<file path="config.mk">
export PLATFORM = sky130hd
export DESIGN_NAME = fft8_dit_engine
export DESIGN_NICKNAME = d
export VERILOG_FILES = /design/src/rtl/fft8_pkg.sv /design/src/rtl/fft8_butterfly.sv /design/src/rtl/fft8_dit_engine.sv
export SDC_FILE = /design/constraint.sdc
export NUM_CORES = 1
export LEC_CHECK = 0
export ABC_AREA = 0
export CAP_MARGIN = 40
export CORE_UTILIZATION = 40
export DETAILED_ROUTE_END_ITERATION = 12
export GPL_TIMING_DRIVEN = 0
export PLACE_DENSITY = 0.61
export SLEW_MARGIN = 10
export SYNTH_ARGS = -nofsm -noshare
export SYNTH_HDL_FRONTEND = slang
export SYNTH_SLANG_ARGS = --single-unit
export TNS_END_PERCENT = 5
</file>
<file path="constraint.sdc">
create_clock -name clk -period 16.7 [get_ports clk]
set_input_delay 3.34 -clock clk [delete_from_list [all_inputs] [get_ports clk]]
set_output_delay 3.34 -clock clk [all_outputs]
set_load 0.02 [all_outputs]
</file>
<file path="src/rtl/fft8_pkg.sv">
// Shared types, twiddle table and helpers for the 8-point forward DIT FFT engine.
package fft8_pkg;

  typedef enum logic [1:0] {LOAD, COMPUTE, UNLOAD} state_e;

  // Q1.6 twiddles W8^t = exp(-j*2*pi*t/8), t = 0..3
  localparam logic signed [7:0] W_RE [4] = '{8'sd64, 8'sd45, 8'sd0, -8'sd45};
  localparam logic signed [7:0] W_IM [4] = '{8'sd0, -8'sd45, -8'sd64, -8'sd45};

  function automatic logic [2:0] bitrev3(input logic [2:0] n);
    return {n[0], n[1], n[2]};
  endfunction

  // Clamp v into the signed range of a w-bit word; caller narrows the result.
  function automatic logic signed [31:0] sat(input logic signed [31:0] v, input int w);
    logic signed [31:0] hi;
    logic signed [31:0] lo;
    hi = (32'sd1 <<< (w - 1)) - 32'sd1;
    lo = -hi - 32'sd1;
    if (v > hi) return hi;
    if (v < lo) return lo;
    return v;
  endfunction

endpackage

</file>
<file path="src/rtl/fft8_butterfly.sv">
// Combinational radix-2 DIT butterfly: top' = (a + W*b)/2, bot' = (a - W*b)/2, saturated.
module fft8_butterfly
  import fft8_pkg::*;
#(
  parameter int DW      = 8,
  parameter int TW_FRAC = 6
) (
  input  logic signed [DW-1:0] a_re,
  input  logic signed [DW-1:0] a_im,
  input  logic signed [DW-1:0] b_re,
  input  logic signed [DW-1:0] b_im,
  input  logic        [1:0]    tw_idx,
  output logic signed [DW-1:0] top_re,
  output logic signed [DW-1:0] top_im,
  output logic signed [DW-1:0] bot_re,
  output logic signed [DW-1:0] bot_im
);

  localparam logic signed [31:0] RND = 32'sd1 <<< (TW_FRAC - 1);

  logic signed [31:0] wr, wi, ar, ai, br, bi, pr, pi;

  always_comb begin
    wr = 32'(W_RE[tw_idx]);
    wi = 32'(W_IM[tw_idx]);
    ar = 32'(a_re);
    ai = 32'(a_im);
    br = 32'(b_re);
    bi = 32'(b_im);
    pr = (wr * br - wi * bi + RND) >>> TW_FRAC;
    pi = (wr * bi + wi * br + RND) >>> TW_FRAC;
    top_re = DW'(sat((ar + pr) >>> 1, DW));
    top_im = DW'(sat((ai + pi) >>> 1, DW));
    bot_re = DW'(sat((ar - pr) >>> 1, DW));
    bot_im = DW'(sat((ai - pi) >>> 1, DW));
  end

endmodule

</file>
<file path="src/rtl/fft8_dit_engine.sv">
// Forward 8-point radix-2 DIT FFT: serial load in bit-reversed order, in-place compute
// with one shared butterfly, natural-order streamed output scaled by 1/8.
module fft8_dit_engine
  import fft8_pkg::*;
#(
  parameter int DW      = 8,
  parameter int TW_FRAC = 6
) (
  input  logic          clk,
  input  logic          rst_n,
  input  logic          in_valid,
  output logic          in_ready,
  input  logic [DW-1:0] in_real,
  input  logic [DW-1:0] in_img,
  output logic          out_valid,
  input  logic          out_ready,
  output logic [DW-1:0] out_real,
  output logic [DW-1:0] out_img,
  output logic          out_last,
  output logic          busy
);

  state_e state_q, state_d;

  logic signed [DW-1:0] re_q [8];
  logic signed [DW-1:0] im_q [8];
  logic [2:0]           cnt_q;
  logic [2:0]           cnt_nx;
  logic [1:0]           bf_q;
  logic [1:0]           stage_q;
  logic                 out_valid_q, out_last_q;
  logic [DW-1:0]        out_re_q, out_im_q;

  logic                 in_fire, out_fire, last_bf;
  logic [2:0]           top_idx, bot_idx;
  logic [1:0]           tw_idx;
  logic signed [DW-1:0] top_re, top_im, bot_re, bot_im;

  assign in_ready  = (state_q == LOAD);
  assign busy      = (state_q != LOAD);
  assign in_fire   = in_valid && in_ready;
  assign out_fire  = out_valid_q && out_ready;
  assign last_bf   = (stage_q == 2'd2) && (bf_q == 2'd3);
  assign cnt_nx    = cnt_q + 3'd1;
  assign out_valid = out_valid_q;
  assign out_real  = out_re_q;
  assign out_img   = out_im_q;
  assign out_last  = out_last_q;

  always_comb begin
    state_d = state_q;
    unique case (state_q)
      LOAD:    if (in_fire && cnt_q == 3'd7) state_d = COMPUTE;
      COMPUTE: if (last_bf) state_d = UNLOAD;
      UNLOAD:  if (out_fire && cnt_q == 3'd7) state_d = LOAD;
      default: state_d = LOAD;
    endcase
  end

  // Span h = 2^stage: top = (j/h)*2h + j%h, bot = top + h, twiddle = (j%h)*(4/h).
  always_comb begin
    top_idx = '0;
    bot_idx = '0;
    tw_idx  = '0;
    unique case (stage_q)
      2'd0: begin
        top_idx = {bf_q, 1'b0};
        bot_idx = {bf_q, 1'b1};
        tw_idx  = 2'd0;
      end
      2'd1: begin
        top_idx = {bf_q[1], 1'b0, bf_q[0]};
        bot_idx = {bf_q[1], 1'b1, bf_q[0]};
        tw_idx  = {bf_q[0], 1'b0};
      end
      default: begin
        top_idx = {1'b0, bf_q};
        bot_idx = {1'b1, bf_q};
        tw_idx  = bf_q;
      end
    endcase
  end

  fft8_butterfly #(
    .DW      (DW),
    .TW_FRAC (TW_FRAC)
  ) u_bfly (
    .a_re   (re_q[top_idx]),
    .a_im   (im_q[top_idx]),
    .b_re   (re_q[bot_idx]),
    .b_im   (im_q[bot_idx]),
    .tw_idx (tw_idx),
    .top_re (top_re),
    .top_im (top_im),
    .bot_re (bot_re),
    .bot_im (bot_im)
  );

  always_ff @(posedge clk or negedge rst_n) begin
    if (!rst_n) begin
      state_q     <= LOAD;
      cnt_q       <= '0;
      bf_q        <= '0;
      stage_q     <= '0;
      out_valid_q <= 1'b0;
      out_last_q  <= 1'b0;
      out_re_q    <= '0;
      out_im_q    <= '0;
      for (int unsigned i = 0; i < 8; i++) begin
        re_q[i] <= '0;
        im_q[i] <= '0;
      end
    end else begin
      state_q <= state_d;
      unique case (state_q)
        LOAD: begin
          if (in_fire) begin
            re_q[bitrev3(cnt_q)] <= in_real;
            im_q[bitrev3(cnt_q)] <= in_img;
            cnt_q                <= cnt_nx;
          end
        end
        COMPUTE: begin
          re_q[top_idx] <= top_re;
          im_q[top_idx] <= top_im;
          re_q[bot_idx] <= bot_re;
          im_q[bot_idx] <= bot_im;
          bf_q          <= bf_q + 2'd1;
          if (bf_q == 2'd3) stage_q <= last_bf ? 2'd0 : stage_q + 2'd1;
          // Bin 0 is final after the first stage-2 butterfly, so it can be
          // registered on the last compute cycle to meet the 13-cycle latency.
          if (last_bf) begin
            out_valid_q <= 1'b1;
            out_last_q  <= 1'b0;
            out_re_q    <= re_q[0];
            out_im_q    <= im_q[0];
            cnt_q       <= '0;
          end
        end
        UNLOAD: begin
          if (out_fire) begin
            if (cnt_q == 3'd7) begin
              out_valid_q <= 1'b0;
              out_last_q  <= 1'b0;
              out_re_q    <= '0;
              out_im_q    <= '0;
              cnt_q       <= '0;
            end else begin
              out_re_q   <= re_q[cnt_nx];
              out_im_q   <= im_q[cnt_nx];
              out_last_q <= (cnt_nx == 3'd7);
              cnt_q      <= cnt_nx;
            end
          end
        end
        default: ;
      endcase
    end
  end

endmodule

</file>
---- Word level (Yosys, flattened, before mapping) ----
Cells that the tools add are included.
Widths: inputs -> output; s select.
storage, ports and cells
  register bits ........................... 155
  input port bits ......................... 20
  logic and storage cells ................. 190
  output and inout port bits .............. 20
cells by class
  reductions and logical operators ........ 20
  bitwise operators ....................... 5
  $lt $le $gt $ge ......................... 16
  multiplexer cells ....................... 97
  add/subtract/negate cells ............... 11
  multipliers ............................. 4
  equality and inequality tests ........... 13
operators by type and width
  cell                   number
  $bwmux 64              6
  $mux 8                 41
  $pmux 64 s2            2
  $bmux 8 s3             6
  $mux 64                2
  $gt 26x8->1 const B    4
  $lt 26x8->1 const B    4
  $demux 8 s3            3
  $add 32x7->32 const B  2
  $mul 8x8->16           4
  $add 8x26->27          2
  $sub 8x26->27          2
  $add 32x32->32         1
  $bmux 8 s2             2
  $pmux 8 s2             2
  $sub 32x32->32         1
  $mux 1                 18
  $ge 4x4->1 const B     4
  $not 3->4              4
  $lt 4x1->1 const B     3
  $mux 3                 4
  $pmux 3 s2             2
  $pmux 3 s3             1
  $logic_and 1x1->1      8
  19 further kinds       38

---- Depth between registers and ports, before layout ----
  depth after elaboration ................. 18
  depth in mapped cells ................... 55
  depth with buffers taken out ............ 49

---- By module ----
From an unflattened synthesis, not the netlist that was laid out.
unflattened totals
  cells, all modules ...................... 2831
  area total of the unflattened synthesis .. 24499.7 um2
modules (own cells, without submodules)
  module           times used  area an instance (um2)  cells each
  fft8_butterfly   1           13908.3                 1679
  fft8_dit_engine  1           10591.4                 1152

---- Worst setup path before layout ----
OpenSTA, ideal clock, no wires.
  path type ............................... reg2reg
  start ................................... reg stage_q[1]
  end ..................................... reg im_q[9] (netlist bit)
  required time ........................... 16.553 ns
  library setup time ...................... 0.147 ns
  cell stages (with the launch flop) ...... 48
  setup slack ............................. 4.457 ns
  arrival ................................. 12.096 ns
  path through ............................ dfrtp_1 buf_2 buf_1 inv_1 nor2_1 nand2_1 and2_1 clkbuf_1 clkbuf_1 o21ai_0 inv_1 nand2_1 inv_1 fa_1 fa_1 ha_1 inv_1 fa_1 [12 not listed] o31a_1 o41ai_1 clkbuf_1 a21o_1 ha_1 clkbuf_1 or3_1 or4_1 a21oi_1 nor3_1 a2111oi_0 o31ai_1 and3_1 or4b_2 nor4_1 a31oi_1 a21oi_1 o221ai_1
between the ends
  cells in the longest elaborated chain, start to end .. 18
  elaborated cells on any way between the ends .. 58
  classes of those cells .................. 4 x add/sub; 2 x mul; 8 x order compare; 1 x eq/ne; 37 x mux; 3 x bitwise; 3 x reduce/logical
RTL lines
  item                                                          line                    text
  start: declaration                                            fft8_dit_engine.sv:30   logic [1:0] stage_q;
  start signal: assignment                                      fft8_dit_engine.sv:129  if (bf_q == 2'd3) stage_q <= last_bf ? 2'd0 : stage_q + 2'd1;
  $eq 2x1->1 or $logic_not 2->1 (tied branches)                 fft8_dit_engine.sv:65   unique case (stage_q)
  $pmux 3 s2 or $pmux 2 s2 (tied branches)                      fft8_dit_engine.sv:65
  $not 3->4 (not written as such) or $not 2->3 (tied branches)  --
  $bmux 8 s3 (tied with other cells)                            fft8_dit_engine.sv:91   .b_im (im_q[bot_idx]),
  $mux 8, on equally long branches (2 in a row)                 --
  $mul 8x8->16                                                  fft8_butterfly.sv:31    pi = (wr * bi + wi * br + RND) >>> TW_FRAC;
  $add 32x32->32                                                fft8_butterfly.sv:31
  $add 32x7->32                                                 fft8_butterfly.sv:31
  $add 8x26->27                                                 fft8_butterfly.sv:33    top_im = DW'(sat((ai + pi) >>> 1, DW));
  $lt 26x8->1                                                   fft8_pkg.sv:21          if (v < lo) return lo;
  $mux 1 (2 in a row)                                           fft8_pkg.sv:21
  $mux 8                                                        fft8_pkg.sv:22          return v;
  $mux 8                                                        fft8_pkg.sv:21
  $bwmux 64                                                     fft8_dit_engine.sv:125  im_q[top_idx] <= top_im;
  $bwmux 64 *                                                   fft8_dit_engine.sv:127  im_q[bot_idx] <= bot_im;
  $pmux 64 s2 *                                                 fft8_dit_engine.sv:115  unique case (state_q)
  end signal: indexed assignment                                fft8_dit_engine.sv:119  im_q[bitrev3(cnt_q)] <= in_img;
  end signal: indexed assignment                                fft8_dit_engine.sv:125
  end signal: indexed assignment                                fft8_dit_engine.sv:127
  end: declaration                                              fft8_dit_engine.sv:26   logic signed [DW-1:0] im_q [8];
Every way passes the cells marked *; elsewhere a longest branch is shown, timed or not. The select of a mux whose other input is x is not followed.
A chain may end at the register's enable or synchronous reset.

---- Worst setup path after layout ----
  start ................................... reg stage_q[1]
  end ..................................... reg im_q[11] (netlist bit)
Same word-level chain as after synthesis.

==> results.md <==
* Asr flop ratio synth at 1.00
* Die Width at 267 um
* CTS Hold Bufs at 0
* Final Cycle Share at 0.928
* Final number of setup-violating endpoints at 0
* Area grow syn2layout at 9.23%
* Maximum clock path buffer count at 2
* Worst R2R Path Depth at 53
* Post-route cell area at 0.0306 mm2
* DRT iter0 DRCs at 3,654
* Minimum clock period at 15.50 ns
* Synth unique cells at 87
* Status: completed
* Initial antenna violation count at 2
* Syn Inst Count at 3,571
* Final Core Density at 0.444
* DR WL/cell at 23.3 um
* Seq/Total Area, Yosys at 0.138
* Crit-path slowest cell: o21ai_1
* Buffers on Ports at 39
* Ys flop type: dfrtp_1
* Root Driver: clkbuf_16
* Post-cts sizing count at 0
* Core ar. at 0.0689 mm2
* Filler cells at 7,131
* Syn Area/Cell at 7.85 um2
* Crit path largest cell delay at 0.80 ns
* TNS Setup at 0 ns
* Reg clk slew, reported paths at 0.07 ns
* NumNets Final at 4,173
* Final hold viol count at 0
* Die area at 0.0712 mm2
* All-layer global routing usage at 0.302
* Post-CTS setup buffers at 0
* Num CTS Buffers at 17
* Setup crit end kind: register
* WP data required at 16.99 ns
* Area of the multi-input gates at 0.0218 mm2
* Synth top cells by count: 427 x inv_1, 332 x a21oi_1, 305 x ha_1
* Drt total wl at 108,000 um
* First-pass DRT Iterations at 10
* Hold Crit Depth at 2
* Area post-placement at 0.0300 mm2
* Post-synth top area share at 0.138
* Vias per inst at 6.15
* First-pass GRT wire length at 165,000 um
* Post-synth EDFFs at 0
* Final antenna-violating net count at 0
* Htree depth at 4
* Hold slack at 0.490 ns
* Max Cap Viol at 0
* Reg-to-reg endpoint: im_q[11]
* RD Place Congestion at 1.01
* Synth top area cells: dfrtp_1 14%, ha_1 14%, fa_1 12%
* Measured slew at the worst slew-check pin at 1.12 ns
* Max-slew headroom at 0.254
* Row cnt at 96
* Layout cell share with drive strength beyond 1 at 0.0469
* Storage element area at 0.00388 mm2
* Drc violations at 0
* Worst clock skew at 0.00928 ns
* Crit path DAT at 15.79 ns
* Setup slack, reg-to-reg at 1.20 ns
* Starting Density at 0.407
* Top-count cell post-synth: inv_1
* Grt total ovfl at 0
* Hold Crit Class: register to register
* CTS Sinks at 155
* CTS tree: built
* Inserted Diodes at 0
* Largest net degree at the start of global routing at 91
* Post-Syn Area at 0.0280 mm2
* Count of pins over their slew limit at 0
* Max frequency at 64.5 MHz
* Mapped Nets at 4,069
* Hpwl dp at 87,900 um
* Startpoint Class: register
* Synth area leader: dfrtp_1
* Yosys warning total at 0
* Hold_sp: out_last
* Crit-path most repeated cell: inv_1
* #FFs+latches synth at 155
* Worst reg2reg startpoint: stage_q[1]
* Vias at 28,400
* CP Max Fanout at 10
* CP Class: register to register
* I/O pin count at 40
* Clk Latency, worst-skew pair at 0.46 ns
* RSZ-0062 raised after global routing: false
* Hold Crit Endpoint: out_last
* Vias in the first global route at 27,100
* Die height at 267 um
[kinds of logic (layout without fill, tap and decap cells)]
| logic type | after synthesis | after routing | synth area share |
|---|---|---|---|
| adder cells (fa/ha/maj) | 478 | 478 | 0.260 |
| AO/OA/AOI/OAI | 1180 | 1180 | 0.272 |
| buffers and inverters | 629 | 744 | 0.0859 |
| flip-flops | 155 | 155 | 0.138 |
| multiplexers | 72 | 72 | 0.0401 |
| AND/OR/NAND/NOR | 902 | 902 | 0.156 |
| XOR/XNOR | 155 | 155 | 0.0484 |
[sequential cells by signal, summed over array words and instances (netlist names)]
| name | cells |
|---|---|
| bf_q | 2 |
| cnt_q | 3 |
| im_q | 64 |
| out_img | 8 |
| out_last | 1 |
| out_real | 8 |
| out_valid | 1 |
| re_q | 64 |
| stage_q | 2 |
| state_q | 2 |
[metrics by stage]
step | std cells | setup slack [ns]
after floorplan | 3571 | 4.46
after global placement | 4541 | 0.343
after detailed placement | 4585 | 1.64
after CTS | 4615 | 1.54
after global routing | 4617 | 0.264
final | 4617 | 1.20
[placed cells by master (no fill, tap or decap), types with 25 or more instances in the layout]
master	Yosys	layout
buf_1	24	27
a22oi_1	25	25
a32oi_1	44	44
ha_1	305	305
inv_1	427	427
a31oi_1	63	61
o211ai_1	42	42
xnor2_1	122	122
nor2b_1	36	36
a21o_1	65	65
xor2_1	33	33
a21oi_1	332	332
or4_1	52	52
o22ai_1	76	76
clkdlybuf4s50_1	0	38
nand2b_1	25	25
a211oi_1	74	74
fa_1	173	173
mux4_2	32	32
mux2i_1	37	37
nand3_1	46	46
nor3_1	48	48
o21bai_1	36	36
nor2_1	269	269
clkbuf_1	158	161
nand2_1	261	261
o21ai_0	227	220
dfrtp_1	155	155
[layout make-up]
type                    instances  share of cell area
repair buffers                 85              0.0259
clock inverters                 8             0.00388
plain buffers                 196              0.0256
flip-flops and latches        155               0.127
well taps                     931              0.0380
multi-input cells            2787               0.712
clock buffers                  22              0.0152
inverters                     433              0.0531
[worst max-delay path by stage]
stage                     slack, ns  endpoint  startpoint
after floorplan                4.46   im_q[9]  stage_q[1]
after global placement         0.34   im_q[9]  stage_q[1]
after detailed placement       1.64  im_q[11]  stage_q[1]
after CTS                      1.54  im_q[11]  stage_q[1]
after global routing           0.26  im_q[42]  stage_q[1]
final                          1.20  im_q[11]  stage_q[1]
[routing by layer]
metal  vias to the layer above  GRT usage  share of wire
met5                         -          0        0.00013
met4                         2      0.102          0.037
met1                     13700      0.424           0.43
met3                       272     0.0584          0.096
li1                      13000          -              -
met2                      1443      0.462           0.43
[critical path: cells and delay by family (launching register included)]
kind | cells | cell delay (ns)
AOI/OAI and AO/OA | 20 | 6.17
adders and majority gates | 9 | 2.92
buffers and inverters | 17 | 3.84
DFF | 1 | 0.35
and+or+nand+nor | 7 | 2.01
Power is left out: the tool's default activity adds up to more than one toggle a clock period on the data nets, which glitch-free logic cannot reach.
